[src/rtl/debug_host_master_if.sv]
// Command/response and serial-line signals of the UART debug host master.
// The master modport is the view of debug_host_master itself.
interface debug_host_master_if;
  logic       cmd_valid;
  logic [7:0] cmd_byte;
  logic [7:0] rsp_len;
  logic       cmd_ready;
  logic       tx;
  logic       rx;
  logic [7:0] rsp_data;
  logic       rsp_valid;
  logic       done;
  logic       timeout_err;
  logic       frame_err;
  logic       busy;

  modport master (
    input  cmd_valid, cmd_byte, rsp_len, rx,
    output cmd_ready, tx, rsp_data, rsp_valid, done, timeout_err, frame_err, busy
  );

  modport slave (
    output cmd_valid, cmd_byte, rsp_len, rx,
    input  cmd_ready, tx, rsp_data, rsp_valid, done, timeout_err, frame_err, busy
  );
endinterface

[src/rtl/debug_host_master.sv]
// Host-side UART debug master: sends one 8N1 command byte on tx, then collects
// a counted number of 8N1 response bytes from rx, with start-bit timeout.
module debug_host_master #(
  parameter int BIT_CLKS     = 2604,
  parameter int TIMEOUT_BITS = 64
) (
  input  logic                clk,
  input  logic                reset,
  debug_host_master_if.master bus
);

  localparam int CNT_W = $clog2(BIT_CLKS);
  localparam int TO_W  = $clog2(TIMEOUT_BITS + 1);

  localparam logic [CNT_W-1:0] BIT_LAST  = CNT_W'(BIT_CLKS - 1);
  localparam logic [CNT_W-1:0] HALF_LAST = CNT_W'(BIT_CLKS / 2 - 1);
  localparam logic [TO_W-1:0]  TO_LAST   = TO_W'(TIMEOUT_BITS - 1);

  typedef enum logic [3:0] {
    IDLE,
    TX_START,
    TX_DATA,
    TX_STOP,
    RX_WAIT,
    RX_START,
    RX_DATA,
    RX_STOP,
    DONE
  } state_t;

  state_t           state;
  logic [CNT_W-1:0] bit_cnt;
  logic [TO_W-1:0]  idle_bits;
  logic [2:0]       bit_idx;
  logic [7:0]       tx_shift;
  logic [7:0]       rx_shift;
  logic [7:0]       bytes_left;

  logic tx_q;
  logic cmd_ready_q;
  logic [7:0] rsp_data_q;
  logic rsp_valid_q;
  logic done_q;
  logic timeout_q;
  logic frame_q;

  logic rx_meta;
  logic rx_sync;
  logic rx_prev;
  logic rx_fall;

  // rx is asynchronous to clk; rx_prev gives a clean falling-edge detect for start bits.
  always_ff @(posedge clk or posedge reset) begin
    if (reset) begin
      rx_meta <= 1'b1;
      rx_sync <= 1'b1;
      rx_prev <= 1'b1;
    end else begin
      rx_meta <= bus.rx;
      rx_sync <= rx_meta;
      rx_prev <= rx_sync;
    end
  end

  assign rx_fall = rx_prev & ~rx_sync;

  always_ff @(posedge clk or posedge reset) begin
    if (reset) begin
      state       <= IDLE;
      bit_cnt     <= '0;
      idle_bits   <= '0;
      bit_idx     <= '0;
      tx_shift    <= '0;
      rx_shift    <= '0;
      bytes_left  <= '0;
      tx_q        <= 1'b1;
      cmd_ready_q <= 1'b1;
      rsp_data_q  <= '0;
      rsp_valid_q <= 1'b0;
      done_q      <= 1'b0;
      timeout_q   <= 1'b0;
      frame_q     <= 1'b0;
    end else begin
      rsp_valid_q <= 1'b0;
      done_q      <= 1'b0;

      case (state)
        IDLE: begin
          if (bus.cmd_valid && cmd_ready_q) begin
            tx_shift    <= bus.cmd_byte;
            bytes_left  <= bus.rsp_len;
            timeout_q   <= 1'b0;
            frame_q     <= 1'b0;
            cmd_ready_q <= 1'b0;
            tx_q        <= 1'b0;
            bit_cnt     <= '0;
            state       <= TX_START;
          end
        end

        TX_START: begin
          if (bit_cnt == BIT_LAST) begin
            bit_cnt  <= '0;
            bit_idx  <= '0;
            tx_q     <= tx_shift[0];
            tx_shift <= {1'b0, tx_shift[7:1]};
            state    <= TX_DATA;
          end else begin
            bit_cnt <= bit_cnt + 1'b1;
          end
        end

        TX_DATA: begin
          if (bit_cnt == BIT_LAST) begin
            bit_cnt <= '0;
            if (bit_idx == 3'd7) begin
              tx_q  <= 1'b1;
              state <= TX_STOP;
            end else begin
              bit_idx  <= bit_idx + 1'b1;
              tx_q     <= tx_shift[0];
              tx_shift <= {1'b0, tx_shift[7:1]};
            end
          end else begin
            bit_cnt <= bit_cnt + 1'b1;
          end
        end

        TX_STOP: begin
          if (bit_cnt == BIT_LAST) begin
            bit_cnt   <= '0;
            idle_bits <= '0;
            if (bytes_left != 8'd0) begin
              state <= RX_WAIT;
            end else begin
              done_q <= 1'b1;
              state  <= DONE;
            end
          end else begin
            bit_cnt <= bit_cnt + 1'b1;
          end
        end

        // A start edge wins over a timeout that would expire on the same clock.
        RX_WAIT: begin
          if (rx_fall) begin
            bit_cnt <= '0;
            state   <= RX_START;
          end else if (bit_cnt == BIT_LAST) begin
            bit_cnt <= '0;
            if (idle_bits == TO_LAST) begin
              timeout_q <= 1'b1;
              done_q    <= 1'b1;
              state     <= DONE;
            end else begin
              idle_bits <= idle_bits + 1'b1;
            end
          end else begin
            bit_cnt <= bit_cnt + 1'b1;
          end
        end

        RX_START: begin
          if (bit_cnt == HALF_LAST) begin
            bit_cnt <= '0;
            if (!rx_sync) begin
              bit_idx <= '0;
              state   <= RX_DATA;
            end else begin
              idle_bits <= '0;
              state     <= RX_WAIT;
            end
          end else begin
            bit_cnt <= bit_cnt + 1'b1;
          end
        end

        RX_DATA: begin
          if (bit_cnt == BIT_LAST) begin
            bit_cnt  <= '0;
            rx_shift <= {rx_sync, rx_shift[7:1]};
            if (bit_idx == 3'd7) begin
              state <= RX_STOP;
            end else begin
              bit_idx <= bit_idx + 1'b1;
            end
          end else begin
            bit_cnt <= bit_cnt + 1'b1;
          end
        end

        // A byte with a bad stop bit still consumes one slot of the response count.
        RX_STOP: begin
          if (bit_cnt == BIT_LAST) begin
            bit_cnt    <= '0;
            idle_bits  <= '0;
            bytes_left <= bytes_left - 8'd1;
            if (rx_sync) begin
              rsp_data_q  <= rx_shift;
              rsp_valid_q <= 1'b1;
            end else begin
              frame_q <= 1'b1;
            end
            if (bytes_left == 8'd1) begin
              done_q <= 1'b1;
              state  <= DONE;
            end else begin
              state <= RX_WAIT;
            end
          end else begin
            bit_cnt <= bit_cnt + 1'b1;
          end
        end

        DONE: begin
          cmd_ready_q <= 1'b1;
          state       <= IDLE;
        end

        default: begin
          tx_q        <= 1'b1;
          cmd_ready_q <= 1'b1;
          state       <= IDLE;
        end
      endcase
    end
  end

  assign bus.tx          = tx_q;
  assign bus.cmd_ready   = cmd_ready_q;
  assign bus.busy        = ~cmd_ready_q;
  assign bus.rsp_data    = rsp_data_q;
  assign bus.rsp_valid   = rsp_valid_q;
  assign bus.done        = done_q;
  assign bus.timeout_err = timeout_q;
  assign bus.frame_err   = frame_q;

endmodule

[src/flat_wrapper.sv]
// flat-port wrapper written by rule: the top's interface ports become plain ports
module debug_host_master_flat 
#(
  parameter int BIT_CLKS     = 2604,
  parameter int TIMEOUT_BITS = 64
)
  (clk, reset, bus_cmd_valid, bus_cmd_byte, bus_rsp_len, bus_rx, bus_cmd_ready, bus_tx, bus_rsp_data, bus_rsp_valid, bus_done, bus_timeout_err, bus_frame_err, bus_busy);
  debug_host_master_if bus_i ();
  input  logic clk;
  input  logic reset;
  input wire logic [$bits(bus_i.cmd_valid)-1:0] bus_cmd_valid;
  input wire logic [$bits(bus_i.cmd_byte)-1:0] bus_cmd_byte;
  input wire logic [$bits(bus_i.rsp_len)-1:0] bus_rsp_len;
  input wire logic [$bits(bus_i.rx)-1:0] bus_rx;
  output wire logic [$bits(bus_i.cmd_ready)-1:0] bus_cmd_ready;
  output wire logic [$bits(bus_i.tx)-1:0] bus_tx;
  output wire logic [$bits(bus_i.rsp_data)-1:0] bus_rsp_data;
  output wire logic [$bits(bus_i.rsp_valid)-1:0] bus_rsp_valid;
  output wire logic [$bits(bus_i.done)-1:0] bus_done;
  output wire logic [$bits(bus_i.timeout_err)-1:0] bus_timeout_err;
  output wire logic [$bits(bus_i.frame_err)-1:0] bus_frame_err;
  output wire logic [$bits(bus_i.busy)-1:0] bus_busy;
  assign bus_i.cmd_valid = bus_cmd_valid;
  assign bus_i.cmd_byte = bus_cmd_byte;
  assign bus_i.rsp_len = bus_rsp_len;
  assign bus_i.rx = bus_rx;
  assign bus_cmd_ready = bus_i.cmd_ready;
  assign bus_tx = bus_i.tx;
  assign bus_rsp_data = bus_i.rsp_data;
  assign bus_rsp_valid = bus_i.rsp_valid;
  assign bus_done = bus_i.done;
  assign bus_timeout_err = bus_i.timeout_err;
  assign bus_frame_err = bus_i.frame_err;
  assign bus_busy = bus_i.busy;
  debug_host_master #(.BIT_CLKS(BIT_CLKS), .TIMEOUT_BITS(TIMEOUT_BITS)) u_core (.clk(clk), .reset(reset), .bus(bus_i));
endmodule
[config.mk]
export PLATFORM = sky130hd
export DESIGN_NAME = debug_host_master_flat
export DESIGN_NICKNAME = d
export VERILOG_FILES = /design/src/rtl/debug_host_master_if.sv /design/src/rtl/debug_host_master.sv /design/src/flat_wrapper.sv
export SDC_FILE = /design/constraint.sdc
export NUM_CORES = 1
export LEC_CHECK = 0
export BUFFER_PORTS_ARGS = -buffer_cell sky130_fd_sc_hd__buf_2
export CORE_MARGIN = 4
export CORE_UTILIZATION = 61
export CTS_BUF_LIST = sky130_fd_sc_hd__clkbuf_2
export CTS_CLUSTER_DIAMETER = 60
export CTS_CLUSTER_SIZE = 24
export DETAILED_ROUTE_END_ITERATION = 8
export GPL_ROUTABILITY_DRIVEN = 0
export PLACE_DENSITY = 0.84
export SLEW_MARGIN = 20
export SYNTH_ARGS = -nofsm -noshare
export SYNTH_HDL_FRONTEND = slang
export SYNTH_SLANG_ARGS = --single-unit
[constraint.sdc]
create_clock -name clk -period 3.2 [get_ports clk]
set_input_delay 0.48 -clock clk [delete_from_list [all_inputs] [get_ports clk]]
set_output_delay 0.48 -clock clk [all_outputs]
set_load 0.1 [all_outputs]
==> results.sh <==
export IMPL_firstDrtPassIters=5
export IMPL_final_period_utilization_pct=80.1
export IMPL_die_x_microns=85.8
export IMPL_cp_num_buf_inv=0
export IMPL_synthArstFlopShare_pct=100
export IMPL_drive_above_1_share_pct=25.9
export IMPL_synth_most_common_cell="dfrtp_1"
export IMPL_rsz0062_at_grt="no"
export IMPL_finalHoldViolCount=0
export IMPL_cap_violations=0
export IMPL_io_buffer_count=34
export IMPL_core_sq_um=5890
export IMPL_antenna_cells=0
export IMPL_cts_buffers=9
export IMPL_finalCriticalPeriod_ps=2560
export IMPL_start_util_pct=62.8
export IMPL_clockBufferDepth=2
export IMPL_arrival_ps=2980
export IMPL_path_cells="ha_1, and4b_4, nor3b_1, or4_4, or4_4, mux2_4"
export IMPL_drtIter0Drc=284
export IMPL_yosys_top_cells_area="dfrtp_1 42%, mux2_2 9.4%, dfstp_2 3.6%"
export IMPL_drc_errors=0
export IMPL_path_clk_slew_ps=230
export IMPL_root_buffer="clkbuf_2"
export IMPL_crit_type="flop to flop"
export IMPL_grt_usage_pct=22.4
export IMPL_vias=2988
export IMPL_syn_area_per_cell_sq_um=10.1
export IMPL_areaGrowthSynthToFinish_pct=9.21
export IMPL_fmax_ghz=0.390
export IMPL_ir_worst_vdd_uv=399
export IMPL_start_kind="flop"
export IMPL_final_nets=432
export IMPL_synth_seq_cells=67
export IMPL_critPathRequiredTime_ps=3610
export IMPL_synth_edf_count=0
export IMPL_finalPower_uw=3310
export IMPL_clock_sinks=67
export IMPL_critical_path_top_delay_family="simple AND/OR/NAND/NOR gates"
export IMPL_cp_common_cell="or4_4"
export IMPL_end_kind="flop"
export IMPL_setup_tns_ps=0
export IMPL_cp_slowest_cell="or4_4"
export IMPL_grt_pass1_wl_microns=13300
export IMPL_fin_skew_ps=39.3
export IMPL_clock_latency_ps=530
export IMPL_grt_pass1_vias=2964
export IMPL_synthesis_area_sq_um=3690
export IMPL_cts_tree="done"
export IMPL_syn_nets=393
export IMPL_setup_viol=0
export IMPL_std_cell_rows=28
export IMPL_pin_count=35
export IMPL_postRouteAntennaNets=0
export IMPL_via_per_inst=6.16
export IMPL_p_leak_uw=0.00193
export IMPL_wire_per_inst_microns=15.8
export IMPL_htreeDepth=3
export IMPL_synth_top_cell_area_share_pct=42.0
export IMPL_grt_max_degree=68
export IMPL_path_max_fanout=7
export IMPL_ys_warn_count=0
export IMPL_fp_dieH_microns=85.8
export IMPL_ys_flop_type="dfrtp_1"
export IMPL_drt_total_wl_microns=7680
export IMPL_hold_class="input port to asynchronous set/reset pin"
export IMPL_tightest_slew_ps=823
export IMPL_syn_inst=366
export IMPL_gr_total_overflow=0
export IMPL_dp_hpwl_microns=5390
export IMPL_antenna_found_initial=0
export IMPL_ys_seq_area_share_pct=45.5
export IMPL_slew_violations=0
export IMPL_die_area_sq_um=7370
export IMPL_status="finished, final reports clean"
export IMPL_critical_path_max_stage_delay_ps=570
export IMPL_synthTopCellsByCount="62 x dfrtp_1, 31 x mux2_2, 28 x nand2_1, 23 x o21ai_0, 22 x nor2_1"
export IMPL_yosys_area_top_type="dfrtp_1"
export IMPL_synth_cell_types=60
export IMPL_power_density_nw_per_um2=820
export IMPL_postCtsResizedCells=0
export IMPL_relSlewSlack_pct=45.1
-- stage by stage --
stage	area (sq um)	hold slack, ps	util (%)	setup slack [ps]	cells
floorplan	3690	345	-	694	366
global placement	3930	346	66.7	698	468
detailed placement	3930	352	66.7	652	468
CTS	4030	18.9	68.4	634	484
global route	4040	126	68.6	474	485
finish	4040	144	68.6	637	485
-- worst min-delay path, delay by kind of cell --
kind	cells	cell delay, ps
buffers and inverters	3	760
-- metal layers --
metal  global-route usage (%)  vias to the layer above  part of all wire (%)
met1                     28.6                     1467                    44
met4                     10.1                        0                   1.2
met2                     37.2                       70                    51
met3                     4.13                       14                   4.4
met5                        0                        -                     0
li1                         -                     1437                     -
-- layout make-up --
class                   instances  area (sq um)
well taps                      75          93.8
flip-flops and latches         67          1680
fillers                       430          1850
repair buffers                 43           240
multi-input cells             267          1860
clock inverters                 7          52.6
clock buffers                   9          45.0
inverters                      17          63.8
-- flip-flops by register name (all words and copies together), names as in the netlist, 3 cells and up --
register,cells
u_core.bit_cnt,12
u_core.bus.rsp_data,8
u_core.bytes_left,8
u_core.rx_shift,8
u_core.tx_shift,8
u_core.idle_bits,7
u_core.state,4
u_core.bit_idx,3
-- final timing paths --
path                                startpoint                endpoint  slack (ps)  depth (start not counted)
max reg2reg                u_core.idle_bits[0]     u_core.idle_bits[0]         640                          6
max in group asynchronous                reset     u_core.idle_bits[6]        2480                          3
min in group clk                bus_rsp_len[0]    u_core.bytes_left[0]         140                          3
min                                      reset  u_core.bus.rsp_data[0]         140                          3
max                        u_core.idle_bits[0]     u_core.idle_bits[0]         640                          6
min reg2reg                     u_core.rx_meta          u_core.rx_sync         360                          0
-- timing repair --
action | CTS | global route
hold endpoints to repair | 0 | 1
setup buffers | 0 | 0
hold buffers | 0 | 1
-- logic make-up (layout without fill, tap and decap cells) --
family	after synthesis	count (layout)	synth area share (%)
and+or+nand+nor	130	130	19.4
AOI/OAI and AO/OA	89	89	16.2
DFF	67	67	45.5
muxes	40	40	12.0
buffers and inverters	32	76	4.20
adders and majority gates	7	7	2.37
xor gates and xnor gates	1	1	0.237
-- layout by cell type (no fill, tap or decap), types with 2 or more instances in the layout --
| cell type | count |
|---|---|
| dfstp_2 | 5 |
| o21ai_1 | 3 |
| or3_1 | 2 |
| a21o_1 | 9 |
| o2bb2ai_1 | 8 |
| and3_1 | 4 |
| o21ai_0 | 23 |
| clkinv_4 | 3 |
| a22oi_1 | 4 |
| nor4_1 | 6 |
| buf_2 | 34 |
| dfrtp_1 | 62 |
| o22ai_1 | 2 |
| nand2b_1 | 4 |
| clkinv_2 | 2 |
| o41ai_1 | 6 |
| buf_4 | 8 |
| or4_4 | 2 |
| and2b_2 | 2 |
| and4bb_1 | 2 |
| and3b_1 | 2 |
| mux2_2 | 31 |
| ha_1 | 7 |
| nor3b_1 | 4 |
| o21a_1 | 4 |
| mux2i_1 | 8 |
| inv_1 | 16 |
| nand2_1 | 28 |
| nor3_1 | 14 |
| nor2_1 | 22 |
| a2111oi_0 | 2 |
| nand3_1 | 18 |
| nand4_1 | 5 |
| a21oi_1 | 16 |
| clkbuf_2 | 9 |
| nor2b_1 | 4 |
-- where the power goes --
| group | switching (uW) | internal [uW] |
|---|---|---|
| Sequential | 228 | 1050 |
| Combinational | 941 | 649 |
| Clock | 331 | 106 |
No activity file was read; power rests on OpenSTA's default activity.
